--- config.mk ---
export PLATFORM = sky130hd
export DESIGN_NAME = four_bit_adder
export DESIGN_NICKNAME = d
export VERILOG_FILES = /design/src/rtl/four_bit_adder.sv
export SDC_FILE = /design/constraint.sdc
export NUM_CORES = 1
export LEC_CHECK = 0
export BUFFER_PORTS_ARGS = -buffer_cell sky130_fd_sc_hd__buf_2
export CORE_AREA = 8 8 45 47
export CTS_CLUSTER_DIAMETER = 40
export DETAILED_ROUTE_END_ITERATION = 16
export DIE_AREA = 0 0 53 55
export GPL_TIMING_DRIVEN = 0
export PLACE_DENSITY = 0.51
export SKIP_LAST_GASP = 1
export SLEW_MARGIN = 15
export SYNTH_ARGS = -nofsm -noshare
export SYNTH_HDL_FRONTEND = slang
export SYNTH_SLANG_ARGS = --single-unit
--- constraint.sdc ---
create_clock -name clk -period 1.85 [get_ports clk]
set_input_delay 0.0925 -clock clk [delete_from_list [all_inputs] [get_ports clk]]
set_output_delay 0.0925 -clock clk [all_outputs]
set_load 0.02 [all_outputs]
--- src/rtl/four_bit_adder.sv ---
// four_bit_adder
//   Registered 4-bit unsigned adder with carry-in. The datapath is a
//   ripple-carry chain of four full-adder cells; the 5-bit result (carry-out
//   in s[4]) is captured one cycle after an accepted operation.
//
// Ports
//   clk        rising-edge clock for all state
//   rst        synchronous, active-high reset (wins over in_valid)
//   in_valid   a/b/cin are valid this cycle and are accepted at the edge
//   a, b       4-bit unsigned operands
//   cin        carry-in into bit 0
//   s          registered sum {carry_out, sum[3:0]}; holds between operations
//   out_valid  one-cycle pulse per accepted operation, qualifies s
//   ovf        registered two's-complement overflow flag
//              (present only when FOUR_BIT_ADDER_OVF_EN is defined)
//
// Build option
//   FOUR_BIT_ADDER_OVF_EN  adds the ovf port and its register.

module four_bit_adder (
  input  logic       clk,
  input  logic       rst,
  input  logic       in_valid,
  input  logic [3:0] a,
  input  logic [3:0] b,
  input  logic       cin,
  output logic [4:0] s,
`ifdef FOUR_BIT_ADDER_OVF_EN
  output logic       out_valid,
  output logic       ovf
`else
  output logic       out_valid
`endif
);

  logic [3:0] sum_bits;
  logic       carry_out;

  // Ripple chain: the carry is a procedure-local variable so each cell's
  // carry-in is the previous cell's carry-out within one evaluation.
  always_comb begin : ripple_chain
    logic carry;
    carry    = cin;
    sum_bits = 4'b0000;
    for (int i = 0; i < 4; i++) begin
      sum_bits[i] = a[i] ^ b[i] ^ carry;
      carry       = (a[i] & b[i]) | (a[i] & carry) | (b[i] & carry);
    end
    carry_out = carry;
  end

  always_ff @(posedge clk) begin
    if (rst) begin
      s         <= 5'b00000;
      out_valid <= 1'b0;
    end else begin
      out_valid <= in_valid;
      if (in_valid) begin
        s <= {carry_out, sum_bits};
      end
    end
  end

`ifdef FOUR_BIT_ADDER_OVF_EN
  // Signed overflow: operands agree in sign but the 4-bit result does not.
  logic ovf_next;
  assign ovf_next = (a[3] == b[3]) && (sum_bits[3] != a[3]);

  always_ff @(posedge clk) begin
    if (rst) begin
      ovf <= 1'b0;
    end else if (in_valid) begin
      ovf <= ovf_next;
    end
  end
`endif

endmodule

# [After elaboration in Yosys (flattened, before gate mapping)]
# Index checks and enable logic that the tools add are counted.
[totals] regBits=6 out_inout_bits=6
[op_classes] n_bitwise=28
[op_table] op="1-bit AND" n=12
[op_table] op="1-bit OR" n=8
[op_table] op="1-bit XOR" n=8

# [Logic depth before layout (Yosys ltp)]
# Gate-level depths: netlist (run 1).
[depth] ltp_word=12 ltp_mapped=8 mapped_depth_nobuf=8

# [Worst setup path before layout (run 1)]
# OpenSTA, ideal clock, no wires.
[synth_path] kind="input port to flip-flop" startpoint="input a[0]" endpoint="register s[3]" setup_time_ns=0.079 arrival_time_ns=1.751 t_required_ns=1.771 path_slack_ns=0.020 cell_stages=8 n_path_buf=0 path_cell_list="inv_1 -> fa_1 -> inv_1 -> fa_1 -> fa_1 -> inv_1 -> fa_1 -> a211oi_2"
[synth_via] elab_chain_len=10 elab_cells_between_ends=13 classes_between="bitwise (13)"
[synth_rtl] element="start, declared" line="24" source="input logic [3:0] a,"
[synth_rtl] element="1-bit AND" line="47" source="carry = (a[i] & b[i]) | (a[i] & carry) | (b[i] & carry);"
[synth_rtl] element="1-bit OR (*) (2 in series)" line="47"
[synth_rtl] element="1-bit AND" line="47"
[synth_rtl] element="1-bit OR" line="47"
[synth_rtl] element="1-bit OR (*)" line="47"
[synth_rtl] element="1-bit AND" line="47"
[synth_rtl] element="1-bit OR" line="47"
[synth_rtl] element="1-bit OR (*)" line="47"
[synth_rtl] element="1-bit XOR (*)" line="46" source="sum_bits[i] = a[i] ^ b[i] ^ carry;"
[synth_rtl] element="end signal, assigned" line="59" source="s <= {carry_out, sum_bits};"
[synth_rtl] element="end, declared" line="27" source="output logic [4:0] s,"
# Mark *: on every way between the ends. The rest lies on a longest branch, timed or not.
# A chain may end at the register's enable or synchronous reset.

# [Worst setup path in the final report (run 1)]
# Ends and elaborated chain as after synthesis.

==> impl_metrics.json, run 1 <==
{
  "drv_cap": 0,
  "drtAntennaViolNets": 0,
  "seqCellArea_um2": 120,
  "status": "finished clean",
  "ys_seq_area_frac": 0.375,
  "first_pass_iters": 4,
  "yosys_warnings": 0,
  "power_density_mw_per_mm2": 781,
  "cts_setup_buffers": 0,
  "ctsRootBufferMaster": "clkbuf_4",
  "p_leak_nw": 0.234,
  "synthTopCellsByArea": "dfxtp_1, fa_1, a211oi_2",
  "multi_input_area_um2": 163,
  "synth_common_cells": "inv_1, dfxtp_1, nor2_1",
  "hold-worst-slack_ns": 0.0926,
  "cp_cell_sequence": "buf_2 -> inv_1 -> fa_1 -> inv_1 -> fa_1 -> fa_1 -> inv_1 -> fa_1 -> a211oi_2",
  "die_w_um": 53,
  "viasPerCell": 3.89,
  "max_stage_delay_ns": 0.42,
  "vias": 249,
  "drc": 0,
  "fill_cells": 146,
  "ctsHoldBuffers": 0,
  "peakVddDrop_mv": 0.292,
  "layout.nets": 66,
  "synthMuxAreaShare": 0.0625,
  "grt_max_degree": 10,
  "setup_viol": 0,
  "p_clk_frac": 0.331,
  "r2r_slack_ns": 1.26,
  "internal_power_mw": 0.252,
  "grt.overflow.total": 0,
  "crit_arrival_ns": 1.94,
  "synth-compound-area-share": 0.117,
  "routed_wl_um": 634,
  "hpwl_um": 566,
  "clock.fmax_mhz": 562,
  "clockBufferDepth": 2,
  "critPathKind": "in2reg",
  "critPathLaunchType": "input port",
  "min_period_ns": 1.78,
  "synthCells": 29,
  "h-tree-depth": 1,
  "critical_path.endpoint_type": "flop",
  "clk_latency_ns": 0.23,
  "avgSynthCellArea_um2": 11.0,
  "synth_seq_cells": 6,
  "portBuffers": 16,
  "clk_pin_slew_ns": 0.04,
  "cts_tree": "done",
  "yosys.area_share.simple": 0.0781,
  "cts_buffers": 3,
  "clock-sinks": 6,
  "drive_above_1_share": 0.479,
  "fin_crit_sh": 0.961,
  "ys.flop_type": "dfxtp_1",
  "io_pins": 18,
  "combPwrFrac": 0.245,
  "cts_resized": 0,
  "worstRegToRegCells": 2,
  "yosysMostFrequentCell": "inv_1",
  "synth_fp_nets": 45,
  "setup.worst_path.start": "a[0]",
  "drt_iter0_markers": 4,
  "core_mm2": 0.00138,
  "finalWeightedCongestion": 0.695,
  "grt_pass1_vias": 208,
  "netlist_area_um2": 320,
  "synth_top_family_by_area": "adder cells",
  "grt_pass1_wl_um": 876,
  "switching_share": 0.271,
  "ys_types": 8,
  "hold_viol_final": 0,
  "synth-xor-area-share": 0,
  "setup_slack_ns": 0.0720,
  "async_reset_ff_frac": 0,
  "worstMarginPinSlew_ns": 0.116,
  "synthAdderAreaFrac": 0.250,
  "antenna_found_initial": 0,
  "synthToLayoutAreaGrowth_pct": 38.3,
  "num_antenna_cells": 0,
  "synth_top_area_share": 0.375,
  "power_switching_mw": 0.0939,
  "r2r-end": "s[4]$_SDFFE_PP0P_",
  "synth-edff-count": 0,
  "wl_per_cell_um": 9.91,
  "seqPwrFrac": 0.424,
  "skew_ns": 0,
  "hold_class": "in2reg",
  "synth_largest_area_cell": "dfxtp_1",
  "critPathSlowestCell": "fa_1",
  "place_ws_ns": -0.190,
  "initial_core_util": 0.231,
  "r2r-start": "s[4]$_SDFFE_PP0P_",
  "required_ns": 2.01,
  "dieHeight_um": 55,
  "num_rows": 14,
  "slew-limit-headroom": 0.920,
  "grt_usage": 0.0417,
  "rsz0062_at_grt": "no",
  "crit_path_max_fanout": 1,
  "finalMaxSlewViolations": 0,
  "crit_path_frequent_cell": "fa_1",
  "endpoint": "s[3]$_SDFFE_PP0P_",
  "dieArea_mm2": 0.00292
}
-- cell usage in the layout (no fill, tap or decap), drive strengths merged --
cell type,instances
a211oi,3
buf,17
clkbuf,3
dfxtp,6
fa,4
inv,7
mux2i,2
nor2,5
nor2b,1
-- worst max-delay path, delay by kind of cell --
| family | cells | cell delay [ns] |
|---|---|---|
| fa+ha+maj | 4 | 1.34 |
| buf+inv | 4 | 0.29 |
| compound gates | 1 | 0.21 |
-- layer usage --
layer,GRT usage,vias to the layer above,share of wire
met4,0.0259,0,0
met2,0.0547,7,0.49
met1,0.0492,115,0.41
met3,0.0267,0,0.096
li1,-,127,-
met5,0,-,0
-- cell families (layout without fill, tap and decap cells) --
group,after synthesis,in the layout
flip-flops,6,6
buffers and inverters,8,27
adder cells (fa/ha/maj),4,4
multiplexers,2,2
AO/OA/AOI/OAI,3,3
AND/OR/NAND/NOR,6,6
-- power groups by stage --
| stage | sequential, mW | clock (mW) | combinational, mW |
|---|---|---|---|
| floorplan | 0.163 | 0 | 0.0397 |
| global placement | 0.149 | 0 | 0.0868 |
| detailed placement | 0.149 | 0 | 0.0870 |
| CTS | 0.147 | 0.120 | 0.0871 |
| global route | 0.147 | 0.129 | 0.0934 |
| finish | 0.147 | 0.114 | 0.0848 |
-- area by class of cell --
| class | count | share of cell area |
|---|---|---|
| sequential | 6 | 0.271 |
| tap | 16 | 0.0452 |
| timing repair buffer | 16 | 0.181 |
| buffer | 1 | 0.0254 |
| clock buffer | 3 | 0.0508 |
| inverter | 7 | 0.0593 |
| multi-input combinational | 15 | 0.367 |
-- registers in the layout, indices dropped and copies added, names as in the netlist --
signal,flops
s,5
out_valid,1
-- worst min path at each step --
stage | start | endpoint | cells after the start
2_1_floorplan | rst | out_valid$_SDFF_PP0_ | 1
3_3_place_gp | in_valid | s[3]$_SDFFE_PP0P_ | 2
3_5_place_dp | in_valid | s[4]$_SDFFE_PP0P_ | 2
4_1_cts | in_valid | s[4]$_SDFFE_PP0P_ | 2
5_1_grt | in_valid | s[0]$_SDFFE_PP0P_ | 2
6_report | in_valid | s[3]$_SDFFE_PP0P_ | 2
-- stage by stage --
step	setup TNS [ns]	utilization	total power [mW]	instance area, um^2	std cells
3_3_place_gp	-0.180	0.304	0.236	420	61
4_1_cts	0	0.320	0.354	443	64
5_1_grt	0	0.320	0.370	443	64
3_5_place_dp	-0.190	0.304	0.236	420	61
6_report	0	0.320	0.346	443	64
2_1_floorplan	0	-	0.203	320	29
Note: power is estimated with default switching activity, not from simulation.
==> inputs of run 2 (changes only) <==
PLACE_DENSITY = unset   (was 0.51)
SLEW_MARGIN = unset   (was 15)
==> run 2 against run 1 <==
Against the previous run:
- critical path depth stayed put
- via count is 1.2% higher
- fmax is 2.0% higher
- first-iteration DRC count is 25% higher
- die area stayed put
- highest routed layer is now met4
==> impl_metrics.json, run 2 (same netlist as run 1, synthesis figures left out) <==
{
  "peakVddDrop_mv": 0.302,
  "clock-sinks": 6,
  "p_clk_frac": 0.349,
  "routed_wl_um": 692,
  "fin_crit_sh": 0.943,
  "internal_power_mw": 0.253,
  "dieHeight_um": 55,
  "finalWeightedCongestion": 0.657,
  "grt_pass1_vias": 271,
  "num_antenna_cells": 0,
  "place_area_um2": 420,
  "hold_class": "in2reg",
  "h-tree-depth": 1,
  "clk_latency_ns": 0.24,
  "largest_reg_flops": 5,
  "vias": 252,
  "critPathKind": "in2reg",
  "critical_path.endpoint_type": "flop",
  "final_cells": 64,
  "crit_arrival_ns": 1.91,
  "drc": 0,
  "skew_ns": 0,
  "hold_path_end": "s[0]$_SDFFE_PP0P_",
  "grt_max_degree": 10,
  "setup_viol": 0,
  "core_mm2": 0.00138,
  "wl_per_cell_um": 10.8,
  "final_cell_mix": "buf_2, inv_1, dfxtp_1",
  "cts_buffers": 3,
  "layout.nets": 66,
  "status": "finished clean",
  "reg.largest.list": "s (5), out_valid (1)",
  "critPathLaunchType": "input port",
  "combPwrFrac": 0.241,
  "drtAntennaViolNets": 0,
  "min_period_ns": 1.74,
  "cts_resized": 0,
  "clk_pin_slew_ns": 0.05,
  "stdcell_area_um2": 443,
  "final.setup.tns_ns": 0,
  "clockBufferDepth": 2,
  "required_ns": 2.02,
  "layout_commonest_cell": "buf_2",
  "crit_path_max_fanout": 1,
  "io_pins": 18,
  "hold_depth": 2,
  "largest_register": "s",
  "worstMarginPinSlew_ns": 0.116,
  "grt_usage": 0.0566,
  "hold_viol_final": 0,
  "drv_cap": 0,
  "min_from": "in_valid",
  "power_switching_mw": 0.102,
  "hold-worst-slack_ns": 0.0797,
  "initial_core_util": 0.231,
  "cts_tree": "done",
  "first_pass_iters": 4,
  "ctsRootBufferMaster": "clkbuf_4",
  "setup.worst_path.start": "a[0]",
  "final_core_util": 0.320,
  "grt_pass1_wl_um": 1150,
  "die_w_um": 53,
  "viasPerCell": 3.94,
  "r2r_slack_ns": 1.27,
  "power_density_mw_per_mm2": 802,
  "r2r-end": "s[4]$_SDFFE_PP0P_",
  "cts_setup_buffers": 0,
  "ctsHoldBuffers": 0,
  "rsz0062_at_grt": "no",
  "clock.fmax_mhz": 573,
  "synthToLayoutAreaGrowth_pct": 38.3,
  "seqPwrFrac": 0.410,
  "drt_iter0_markers": 5,
  "finalMaxSlewViolations": 0,
  "drive_above_1_share": 0.479,
  "portBuffers": 16,
  "hpwl_um": 554,
  "dieArea_mm2": 0.00292,
  "p_leak_nw": 0.234,
  "r2r-start": "s[4]$_SDFFE_PP0P_",
  "slew-limit-headroom": 0.921,
  "antenna_found_initial": 0,
  "num_rows": 14,
  "place_inst": 61,
  "switching_share": 0.288,
  "worstRegToRegCells": 2,
  "grt.overflow.total": 0
}
[run 2: power groups by stage]
| stage | Sequential [mW] | Combinational [mW] | Clock [mW] |
|---|---|---|---|
| 2_1_floorplan | 0.163 | 0.0397 | 0 |
| 3_3_place_gp | 0.148 | 0.0864 | 0 |
| 3_5_place_dp | 0.148 | 0.0875 | 0 |
| 4_1_cts | 0.146 | 0.0884 | 0.128 |
| 5_1_grt | 0.147 | 0.0957 | 0.139 |
| 6_report | 0.146 | 0.0857 | 0.124 |
[run 2: per-stage QoR]
stage | power [mW] | setup slack, ns
detailed placement | 0.236 | -0.162
finish | 0.355 | 0.106
floorplan | 0.203 | 0.0200
global route | 0.382 | 0.0189
CTS | 0.363 | 0.0978
global placement | 0.234 | -0.132
[run 2: cell type report]
class                   instances  area, um^2
repair buffers                 16        80.1
clock buffers                   3        22.5
plain buffers                   1        11.3
inverters                       7        26.3
fillers                       145         941
multi-input cells              15         163
flip-flops and latches          6         120
well taps                      16        20.0
[run 2: worst max-delay path by stage]
stage | cells past startpoint | to | slack (ns)
6_report | 9 | s[3]$_SDFFE_PP0P_ | 0.11
5_1_grt | 9 | s[3]$_SDFFE_PP0P_ | 0.02
4_1_cts | 9 | s[3]$_SDFFE_PP0P_ | 0.1
3_5_place_dp | 9 | s[3]$_SDFFE_PP0P_ | -0.16
3_3_place_gp | 9 | s[3]$_SDFFE_PP0P_ | -0.13
2_1_floorplan | 8 | s[3]$_SDFFE_PP0P_ | 0.02
[run 2: critical path, cell delays in order]
cell	delay, ns
buf_2	0.09
inv_1	0.07
fa_1	0.16
inv_1	0.05
fa_1	0.37
fa_1	0.37
inv_1	0.08
fa_1	0.42
a211oi_2	0.21
[run 2: routing by layer]
| metal | up-vias | global-route usage | part of all wire | routed length, um |
|---|---|---|---|---|
| met5 | - | 0 | 0 | 0 |
| met4 | 0 | 0.0259 | 0.010 | 7 |
| met3 | 2 | 0.0561 | 0.12 | 85 |
| met2 | 12 | 0.0762 | 0.48 | 334 |
| met1 | 112 | 0.0571 | 0.38 | 265 |
| li1 | 126 | - | - | - |
==> inputs of run 3 (changes only) <==
PLACE_DENSITY_LB_ADDON = 0.2   (was unset)
==> run 3 against run 2 <==
Against the previous run:
- largest power group unchanged
- critical path depth stayed put
- via count is 0.40% higher
- sequential power is essentially flat
- final area up 0.56%
- fmax up 2.2%
- utilization increased by 0.18 points
- die area did not move
- largest cell class unchanged
- critical path type unchanged
- hold slack improved by 0.0045 ns
- global-route usage fell by 0.11 points
- non-clock buffer count unchanged
==> impl_metrics.json, run 3 (same netlist as run 1, synthesis figures left out) <==
{
  "r2r_slack_ns": 1.26,
  "power_mw": 0.355,
  "largest_register": "s",
  "crit_arrival_ns": 1.87,
  "setup_viol": 0,
  "power_switching_mw": 0.101,
  "critPathLaunchType": "input port",
  "rsz0062_at_grt": "no",
  "min_period_ns": 1.71,
  "seqPwrFrac": 0.413,
  "first_pass_iters": 4,
  "cts_buffers": 3,
  "drtAntennaViolNets": 0,
  "dieArea_mm2": 0.00292,
  "fill_cells": 158,
  "clock-sinks": 6,
  "switching_share": 0.285,
  "required_ns": 2.02,
  "core_mm2": 0.00138,
  "portBuffers": 16,
  "ctsRootBufferMaster": "clkbuf_4",
  "clockBufferDepth": 2,
  "internal_power_mw": 0.253,
  "cts_tree": "done",
  "crit_path_max_fanout": 1,
  "routed_wl_um": 686,
  "worstMarginPinSlew_ns": 0.124,
  "clk_latency_ns": 0.24,
  "finalWeightedCongestion": 0.586,
  "grt_pass1_wl_um": 1120,
  "hold_class": "in2reg",
  "slew-limit-headroom": 0.915,
  "drt_iter0_markers": 5,
  "grt_max_degree": 10,
  "dieHeight_um": 55,
  "viasPerCell": 3.95,
  "power_density_mw_per_mm2": 796,
  "die_w_um": 53,
  "wl_per_cell_um": 10.7,
  "io_pins": 18,
  "p_clk_frac": 0.342,
  "status": "finished clean",
  "num_rows": 14,
  "layout_commonest_cell": "buf_2",
  "final_cell_mix": "buf_2, inv_1, dfxtp_1",
  "reg.largest.list": "s (5), out_valid (1)",
  "vias": 253,
  "antenna_found_initial": 0,
  "synthToLayoutAreaGrowth_pct": 39.1,
  "grt_usage": 0.0555,
  "initial_core_util": 0.231,
  "layout.nets": 66,
  "ctsHoldBuffers": 0,
  "hold_viol_final": 0,
  "grt.overflow.total": 0,
  "p_leak_nw": 0.233,
  "grt_pass1_vias": 267,
  "drc": 0,
  "h-tree-depth": 1,
  "skew_ns": 0,
  "clk_pin_slew_ns": 0.05,
  "hpwl_um": 582,
  "final_core_util": 0.322,
  "clock.fmax_mhz": 586,
  "peakVddDrop_mv": 0.506,
  "drive_above_1_share": 0.500,
  "num_antenna_cells": 0,
  "fin_crit_sh": 0.923,
  "drv_cap": 0,
  "largest_reg_flops": 5,
  "critPathKind": "in2reg",
  "critical_path.endpoint_type": "flop",
  "combPwrFrac": 0.245,
  "finalMaxSlewViolations": 0
}
run 3: cell counts in the layout (fill, tap and decap cells not counted):
Identical to the previous run, type by type.
run 3: worst max-delay path, cell delays in order:
cell	delay, ns
buf_2	0.09
inv_1	0.07
fa_1	0.17
inv_1	0.05
fa_2	0.33
fa_1	0.37
inv_1	0.07
fa_1	0.42
a211oi_2	0.21
run 3: final timing paths:
check,start,to,cells past startpoint
max,a[0],s[3]$_SDFFE_PP0P_,9
min,in_valid,s[4]$_SDFFE_PP0P_,2
max reg2reg,s[4]$_SDFFE_PP0P_,s[4]$_SDFFE_PP0P_,2
min reg2reg,s[1]$_SDFFE_PP0P_,s[1]$_SDFFE_PP0P_,2
run 3: final cells by class:
type	count	area [um^2]	share of cell area
plain buffers	1	11.3	0.0253
clock buffers	3	22.5	0.0506
inverters	7	26.3	0.0590
multi-input cells	15	165	0.371
flip-flops and latches	6	120	0.270
well taps	16	20.0	0.0449
repair buffers	16	80.1	0.180
run 3: timing repair:
action / CTS / global route
setup buffers: 0 / 0
endpoints found under the setup margin: 0 / 1
hold endpoints to repair: 0 / 0
resized for setup: 0 / 1
run 3: power groups by stage:
stage	clock (mW)	sequential, mW	combinational, mW
3_3_place_gp	0	0.149	0.0881
5_1_grt	0.136	0.147	0.0962
2_1_floorplan	0	0.163	0.0397
4_1_cts	0.128	0.146	0.0889
6_report	0.121	0.146	0.0868
3_5_place_dp	0	0.149	0.0883
run 3: per-layer routing:
layer	GRT usage	part of all wire	wire (um)
met5	0	0	0
met4	0.0129	0	0
met3	0.0588	0.15	100
met2	0.0703	0.43	293
met1	0.0616	0.43	292
run 3: through the flow:
step | instance area [um^2] | std cells | setup TNS [ns] | worst slack, ns | hold WS, ns
floorplan | 320 | 29 | 0 | 0.0200 | 0.164
global placement | 420 | 61 | -0.191 | -0.191 | 0.338
detailed placement | 420 | 61 | -0.171 | -0.171 | 0.341
CTS | 443 | 64 | 0 | 0.0818 | 0.0786
global route | 445 | 64 | 0 | 0.0562 | 0.0827
finish | 445 | 64 | 0 | 0.143 | 0.0841
